===== src/rtl/usb_rx_pkg.sv =====
// rtl/usb_rx_pkg.sv - shared types and constants for the USB receive control unit
package usb_rx_pkg;

    typedef enum logic [3:0] {
        ST_IDLE,
        ST_SYNC,
        ST_CHK_SYNC,
        ST_PID,
        ST_CHK_PID,
        ST_DATA,
        ST_STORE,
        ST_EOP_WAIT,
        ST_ERR,
        ST_ERR_IDLE
    } rx_state_t;

    localparam logic [3:0] PID_OUT   = 4'h1;
    localparam logic [3:0] PID_IN    = 4'h9;
    localparam logic [3:0] PID_DATA0 = 4'h3;
    localparam logic [3:0] PID_DATA1 = 4'hB;
    localparam logic [3:0] PID_ACK   = 4'h2;
    localparam logic [3:0] PID_NAK   = 4'hA;

    localparam logic [7:0] SYNC_BYTE_DEF = 8'h80;

    // A PID byte carries its type nibble followed by the nibble's complement.
    function automatic logic pid_ok(input logic [7:0] b);
        return b[3:0] == ~b[7:4];
    endfunction

endpackage


===== src/rtl/usb_rx_ctrl_bit_counter.sv =====
// rtl/usb_rx_ctrl_bit_counter.sv - 3-bit sample counter framing bytes from shift strobes
module rx_bit_counter (
    input  logic       clk,
    input  logic       n_rst,
    input  logic       clear_i,
    input  logic       enable_i,
    output logic [2:0] count_o,
    output logic       byte_done_o
);

    logic [2:0] count_q, count_d;

    // Wraps from 7 to 0 on its own, so each completed byte restarts the count.
    always_comb begin
        count_d = count_q;
        if (clear_i) begin
            count_d = 3'd0;
        end else if (enable_i) begin
            count_d = count_q + 3'd1;
        end
    end

    always_ff @(posedge clk or negedge n_rst) begin
        if (!n_rst) begin
            count_q <= 3'd0;
        end else begin
            count_q <= count_d;
        end
    end

    assign count_o     = count_q;
    assign byte_done_o = enable_i && (count_q == 3'd7);

endmodule


===== src/rtl/usb_rx_ctrl.sv =====
// rtl/usb_rx_ctrl.sv - USB bulk receive sequencer; RX_BYTE_COUNT_EN adds the byte_cnt output
module usb_rx_ctrl
    import usb_rx_pkg::*;
#(
    parameter logic [7:0] SYNC_BYTE = SYNC_BYTE_DEF,
    parameter int         MAX_BYTES = 64,
    parameter int         CNT_W     = 7
) (
    input  logic             clk,
    input  logic             n_rst,
    input  logic             d_edge,
    input  logic             shift_enable,
    input  logic             eop,
    input  logic [7:0]       rcv_data,
    input  logic             fifo_full,
    output logic             rcving,
    output logic             w_enable,
    output logic             r_error,
    output logic [3:0]       rx_pid,
    output logic             pkt_done
`ifdef RX_BYTE_COUNT_EN
    ,
    output logic [CNT_W-1:0] byte_cnt
`endif
);

    localparam logic [CNT_W-1:0] MAX_CNT = CNT_W'(MAX_BYTES);

    rx_state_t        state_q, state_d;
    logic [3:0]       rx_pid_q, rx_pid_d;
    logic [CNT_W-1:0] byte_cnt_q, byte_cnt_d;
    logic             pkt_done_q, pkt_done_d;
    logic [2:0]       bit_cnt;
    logic             byte_done;
    logic             bit_clear;
    logic             idle_like;
    logic             store_ok;

    assign idle_like = (state_q == ST_IDLE) || (state_q == ST_ERR_IDLE);
    assign bit_clear = idle_like || (state_q == ST_ERR);
    assign store_ok  = !fifo_full && (byte_cnt_q != MAX_CNT);

    rx_bit_counter u_bit_counter (
        .clk         (clk),
        .n_rst       (n_rst),
        .clear_i     (bit_clear),
        .enable_i    (shift_enable),
        .count_o     (bit_cnt),
        .byte_done_o (byte_done)
    );

    always_ff @(posedge clk or negedge n_rst) begin
        if (!n_rst) begin
            state_q    <= ST_IDLE;
            rx_pid_q   <= 4'h0;
            byte_cnt_q <= '0;
            pkt_done_q <= 1'b0;
        end else begin
            state_q    <= state_d;
            rx_pid_q   <= rx_pid_d;
            byte_cnt_q <= byte_cnt_d;
            pkt_done_q <= pkt_done_d;
        end
    end

    always_comb begin
        state_d = state_q;
        case (state_q)
            ST_IDLE, ST_ERR_IDLE: if (d_edge) state_d = ST_SYNC;
            ST_SYNC: begin
                if (eop)            state_d = ST_ERR;
                else if (byte_done) state_d = ST_CHK_SYNC;
            end
            ST_CHK_SYNC: state_d = (rcv_data == SYNC_BYTE) ? ST_PID : ST_ERR;
            ST_PID: begin
                if (eop)            state_d = ST_ERR;
                else if (byte_done) state_d = ST_CHK_PID;
            end
            ST_CHK_PID: state_d = pid_ok(rcv_data) ? ST_DATA : ST_ERR;
            // eop outranks byte_done: a byte finishing under SE0 is not a real byte.
            ST_DATA: begin
                if (eop)            state_d = (bit_cnt == 3'd0) ? ST_EOP_WAIT : ST_ERR;
                else if (byte_done) state_d = ST_STORE;
            end
            ST_STORE:    state_d = store_ok ? ST_DATA : ST_ERR;
            ST_EOP_WAIT: if (!eop) state_d = ST_IDLE;
            ST_ERR:      if (!eop) state_d = ST_ERR_IDLE;
            default:     state_d = ST_IDLE;
        endcase
    end

    always_comb begin
        rx_pid_d   = rx_pid_q;
        byte_cnt_d = byte_cnt_q;
        pkt_done_d = (state_q == ST_EOP_WAIT) && !eop;
        if ((state_q == ST_CHK_PID) && pid_ok(rcv_data)) begin
            rx_pid_d = rcv_data[3:0];
        end
        if (idle_like && d_edge) begin
            byte_cnt_d = '0;
        end else if ((state_q == ST_STORE) && store_ok) begin
            byte_cnt_d = byte_cnt_q + 1'b1;
        end
    end

    always_comb begin
        rcving   = !(idle_like || (state_q == ST_ERR));
        w_enable = (state_q == ST_STORE) && store_ok;
        r_error  = (state_q == ST_ERR) || (state_q == ST_ERR_IDLE);
    end

    assign rx_pid   = rx_pid_q;
    assign pkt_done = pkt_done_q;
`ifdef RX_BYTE_COUNT_EN
    assign byte_cnt = byte_cnt_q;
`endif

endmodule


===== config.mk =====
export PLATFORM = sky130hd
export DESIGN_NAME = usb_rx_ctrl
export DESIGN_NICKNAME = d
export VERILOG_FILES = /design/src/rtl/usb_rx_pkg.sv /design/src/rtl/usb_rx_ctrl_bit_counter.sv /design/src/rtl/usb_rx_ctrl.sv
export SDC_FILE = /design/constraint.sdc
export NUM_CORES = 1
export LEC_CHECK = 0
export ABC_AREA = 0
export CORE_MARGIN = 1.5
export CORE_UTILIZATION = 40
export DETAILED_ROUTE_END_ITERATION = 8
export HOLD_SLACK_MARGIN = 0.15
export PLACE_DENSITY = 0.74
export SLEW_MARGIN = 10
export SYNTH_ARGS = -nofsm -noshare
export SYNTH_HDL_FRONTEND = slang
export SYNTH_SLANG_ARGS = --single-unit

===== constraint.sdc =====
create_clock -name clk -period 2.1 [get_ports clk]
set_input_delay 0.525 -clock clk [delete_from_list [all_inputs] [get_ports clk]]
set_output_delay 0.525 -clock clk [all_outputs]
set_load 0.03 [all_outputs]

**After elaboration in Yosys (flattened, before gate mapping)**

Index checks and enable logic that the tools add are counted.

- Bits in registers: 19
- Output and inout bits: 8
- Word-level logic and storage cells: 63

- Add/sub/neg operators: 2
- Equal/unequal tests: 19
- Muxes and demuxes: 18
- Bitwise logic cells: 1
- Reduce and logical (&&, ||, !) cells: 18

Operator list:

| operator | number |
|---|---|
| $mux W4 | 13 |
| $pmux W4 S9 | 1 |
| $eq A4 B3 Y1 const B | 4 |
| $mux W7 | 2 |
| $ne A3 B3 Y1 const B | 3 |
| $eq A4 B2 Y1 const B | 2 |
| $eq A4 B4 Y1 const B | 2 |
| $eq A8 B8 Y1 const B | 1 |
| $add A7 B1 Y7 const B | 1 |
| $ne A7 B7 Y1 const B | 1 |
| $logic_and A1 B1 Y1 | 6 |
| $mux W3 | 2 |
| $ne A2 B2 Y1 const B | 3 |
| $reduce_and A6 Y1 | 1 |
| $eq A4 B1 Y1 const B | 1 |
| $eq A4 B4 Y1 | 1 |
| $logic_not A4 Y1 | 1 |
| $not A4 Y4 | 1 |
| $reduce_bool A2 Y1 | 2 |
| $add A3 B1 Y3 const B | 1 |
| $eq A3 B3 Y1 const B | 1 |
| $logic_not A1 Y1 | 3 |
| $logic_not A3 Y1 | 1 |
| $logic_or A1 B1 Y1 | 3 |
| $reduce_or A2 Y1 | 1 |

**Longest topological paths before layout**

- Word-level depth: 5
- Gate-level depth with buffers: 7
- Depth with buffers taken out: 7

**Modules after synthesis**

Synthesis repeated with hierarchy kept, for this count alone.

- Cells, all modules: 137
- Area, all modules: 1328.8 um2

Modules (own cells, without submodules):

| module | times used | cells each | area each (um2) | seq. area each (um2) |
|---|---|---|---|---|
| usb_rx_ctrl | 1 | 125 | 1181.1 | 400.4 |
| rx_bit_counter | 1 | 12 | 147.6 | 75.1 |

**Worst setup path before layout**

No wires, ideal clock.

- Path type: register -> output
- Start point: register state_q[0]
- End point: output port w_enable
- Arrival: 1.542 ns
- Data required time: 1.575 ns
- Setup slack: 0.033 ns
- Cell stages (with the launch flop): 3
- Buffers on the path: 0
- Cell sequence: dfrtp_1 > or3b_4 > a311oi_2

- Word-level cells in the longest chain between the ends: 2

RTL lines:

| element | RTL line | RTL |
|---|---|---|
| start: declaration | usb_rx_ctrl.sv:29 | `rx_state_t state_q, state_d;` |
| start signal: assignment | usb_rx_ctrl.sv:59 | `state_q <= state_d;` |
| $eq A4 B3 Y1 | usb_rx_ctrl.sv:108 | `w_enable = (state_q == ST_STORE) && store_ok;` |
| $logic_and A1 B1 Y1 | usb_rx_ctrl.sv:108 |  |
| end: declaration | usb_rx_ctrl.sv:17 | `output logic w_enable,` |

Every way passes these cells.

**Worst setup path after layout**

- Start point: register state_q[3]
- End point: output port w_enable

The elaborated chain is that of the path after synthesis.

==> results.md <==
- Outcome: complete, but fails checks
- Failing checks: negative setup slack
- Num ports: 22
- Overall Global Routing Usage: 0.1785
- Worst-path clk slew: 0.11 ns
- Top-area cell type share of the netlist area: 0.4047
- Layout cells sized above 1: 0.1887
- Switching share of power: 0.4035
- P_sw: 0.0006083 W
- Post-Layout Cell Count: 190
- Final Hold Viols: 0
- Post-layout power: 0.001508 W
- RSZ-0062 raised after global routing: yes
- ANT nets after route: 0
- Critical Path AT: 1.61 ns
- Slew Limit Fails: 0
- VDD IR max: 0.6980 mV
- Unique cell type count in the Yosys netlist: 42
- Syn Nets: 140
- Die X: 57.20 um
- Via density: 5.447
- Synth cell count leaders: 19 x dfrtp_1, 13 x nor2_1, 7 x mux2_1, 6 x nand2_1, 6 x xnor2_1
- Clock power share: 0.130
- Crit-path cells: or3b_4 -> a311oi_2 -> buf_4
- Post-synthesis instance area: 1175 sq um
- Post-layout minimum cycle time: 2.134 ns
- Routability cong.: 0.7571
- Routed WL per cell: 13.46 um
- Setup TNS Final: -0.03421 ns
- Crit path max fanout: 2
- # rows: 19
- Placed cells: 181
- Fin crit share: 1.016
- P_int: 0.0008993 W
- Drt first pass iters: 4
- Synth top area cells: dfrtp_1 40%, mux2_1 6.7%, ha_1 5.3%
- Setup violators final: 1
- Pwr Density: 959.3 nW/um^2
- Worst Hold Class: reg2reg
- Port Buffer Count: 21
- Part of the power in registers: 0.321
- Worst slack at placement: -0.1521 ns
- Clock latency on the worst-skew pair: 0.31 ns
- Count leader, synth: dfrtp_1
- Gate power share: 0.549
- CP max stage cell: dfrtp_2
- Seq cells post-synth: 19
- Final layout net count: 179
- CTS sink count: 19
- EDFF count, synth: 0
- Kind of cell adding the most delay to the critical path: flip-flops
- Die footprint: 3271 sq um
- Global-route wire length before repair: 4.491 mm
- CTS max path bufs: 2
- Crit path kind: reg2out
- Crit start category: flip-flop
- Yosys warns: 0
- Worst Path Required: 1.57 ns
- P&R area growth vs syn: 33.76%
- Starting density of the core: 0.4224
- Mean Syn Cell Area: 9.710 sq um
- Max_slew headroom: 0.7045
- Die Y: 57.20 um
- FFs w/ async S/R, synth: 1.000
- CP bufs+invs: 1
- Util after Layout: 0.5650
- Initial antenna violation count: 0
- CTS tree: yes
- Gr ovfl total: 0
- Core area: 2781 sq um
- Least-Margin Pin Slew: 0.4371 ns
- Cells after Synth: 121
- Max-cap violations: 0
- Yosys top cell by area: dfrtp_1
- Worst Setup End Kind: output pin
- Drc violations: 0
- Num CTS Buffers: 3
- Pin count of the biggest net entering global routing: 20
- Final setup margin: -0.03421 ns
- Main synth FF type: dfrtp_1
- HPWL reported at the end of detailed placement: 1.919 mm
- Vias: 1035
- Worst clock skew: 0.003965 ns
- Max stage delay on crit path: 0.42 ns
- Post-CTS Hold Buffers: 0
- CTS H-Tree Depth: 1
- CTS root buf: clkbuf_4
- Vias in the first global route: 1055
- DR iter-0 viols: 24
- Leak: 0.7134 nW
- Max Clock Freq: 0.4686 GHz
- Diode count: 0
- Routed WL: 2.558 mm
- Post-synthesis sequential area ratio: 0.4047
timing repair:
action,CTS,global route
pin swaps,2,0
gates resized for setup,5,3
setup endpoints to repair,3,3
setup buffers,5,0
area by class of cell:
class	instances	area (sq um)
clock buffer	3	22.52
clock inverter	1	5.005
fill	245	1210
inverter	7	26.28
multi-input combinational	91	671.9
sequential	19	476.7
tap	31	38.79
timing repair buffer	38	330.3
per-layer routing:
metal	vias up	GRT usage	part of all wire
li1	507	-	-
met1	483	0.2150	0.42
met2	40	0.3103	0.50
met3	5	0.02721	0.059
met4	0	0.08638	0.019
met5	-	0	0
path summary, 6_finish.rpt:
path	from	endpoint	slack (ns)	depth (start not counted)
max	state_q[3]	w_enable	-0.03	3
min in group asynchronous	n_rst	u_bit_counter.count_o[0]	0.52	2
max in group asynchronous	n_rst	state_q[3]	1.35	2
max reg2reg	state_q[3]	byte_cnt_q[6]	0.16	6
min reg2reg	rx_pid[0]	rx_pid[0]	0.51	1
min	rx_pid[0]	rx_pid[0]	0.51	1
kinds of logic after synthesis:
family                   synth area share
flip-flops                         0.4047
XOR/XNOR                          0.07454
AND/OR/NAND/NOR                    0.2354
AO/OA/AOI/OAI                      0.1044
adder cells (fa/ha/maj)           0.05325
buffers and inverters             0.03514
multiplexers                      0.09266
metrics by stage:
stage / area [sq um] / hold slack (ns)
final: 1572 / 0.5138
after global routing: 1572 / 0.5448
after CTS: 1574 / 0.5186
after detailed placement: 1496 / 0.4876
after global placement: 1496 / 0.4858
after floorplan: 1175 / 0.2294
worst register-to-register path, stage by stage (launching register included):
cell and delay, ns:
dfrtp_2 0.42, or3b_4 0.41, buf_4 0.15, or3_4 0.38
nor3_1 0.27, xnor2_1 0.15, nor2_1 0.06
registers in the layout, summed over array words and instances, names as in the netlist:
signal	count
byte_cnt_q	7
pkt_done	1
rx_pid	4
state_q	4
u_bit_counter.count_o	3
cells in the final DEF, fill, tap and decap left out, types with 2 or more instances in the layout:
cell	count
nand3_1	3
inv_1	5
nor4b_1	2
xnor2_1	6
nand2_1	6
nor2_1	13
or3_1	2
nor3_1	4
ha_1	5
mux2i_1	3
dfrtp_1	18
o31ai_1	2
clkdlybuf4s50_1	18
mux2_1	7
xor2_1	4
nand2b_1	3
and3_1	2
buf_4	18
nor2b_1	3
clkbuf_4	3
a21oi_1	3
o22ai_1	2
power groups by stage:
stage	clock (W)	sequential (W)	combinational, W
after floorplan	0	0.000525	0.000450
after global placement	0	0.000502	0.000751
after detailed placement	0	0.000510	0.000760
after CTS	0.000198	0.000483	0.000828
after global routing	0.000219	0.000493	0.000913
final	0.000196	0.000484	0.000828
Power figures use the tool's default switching activity.
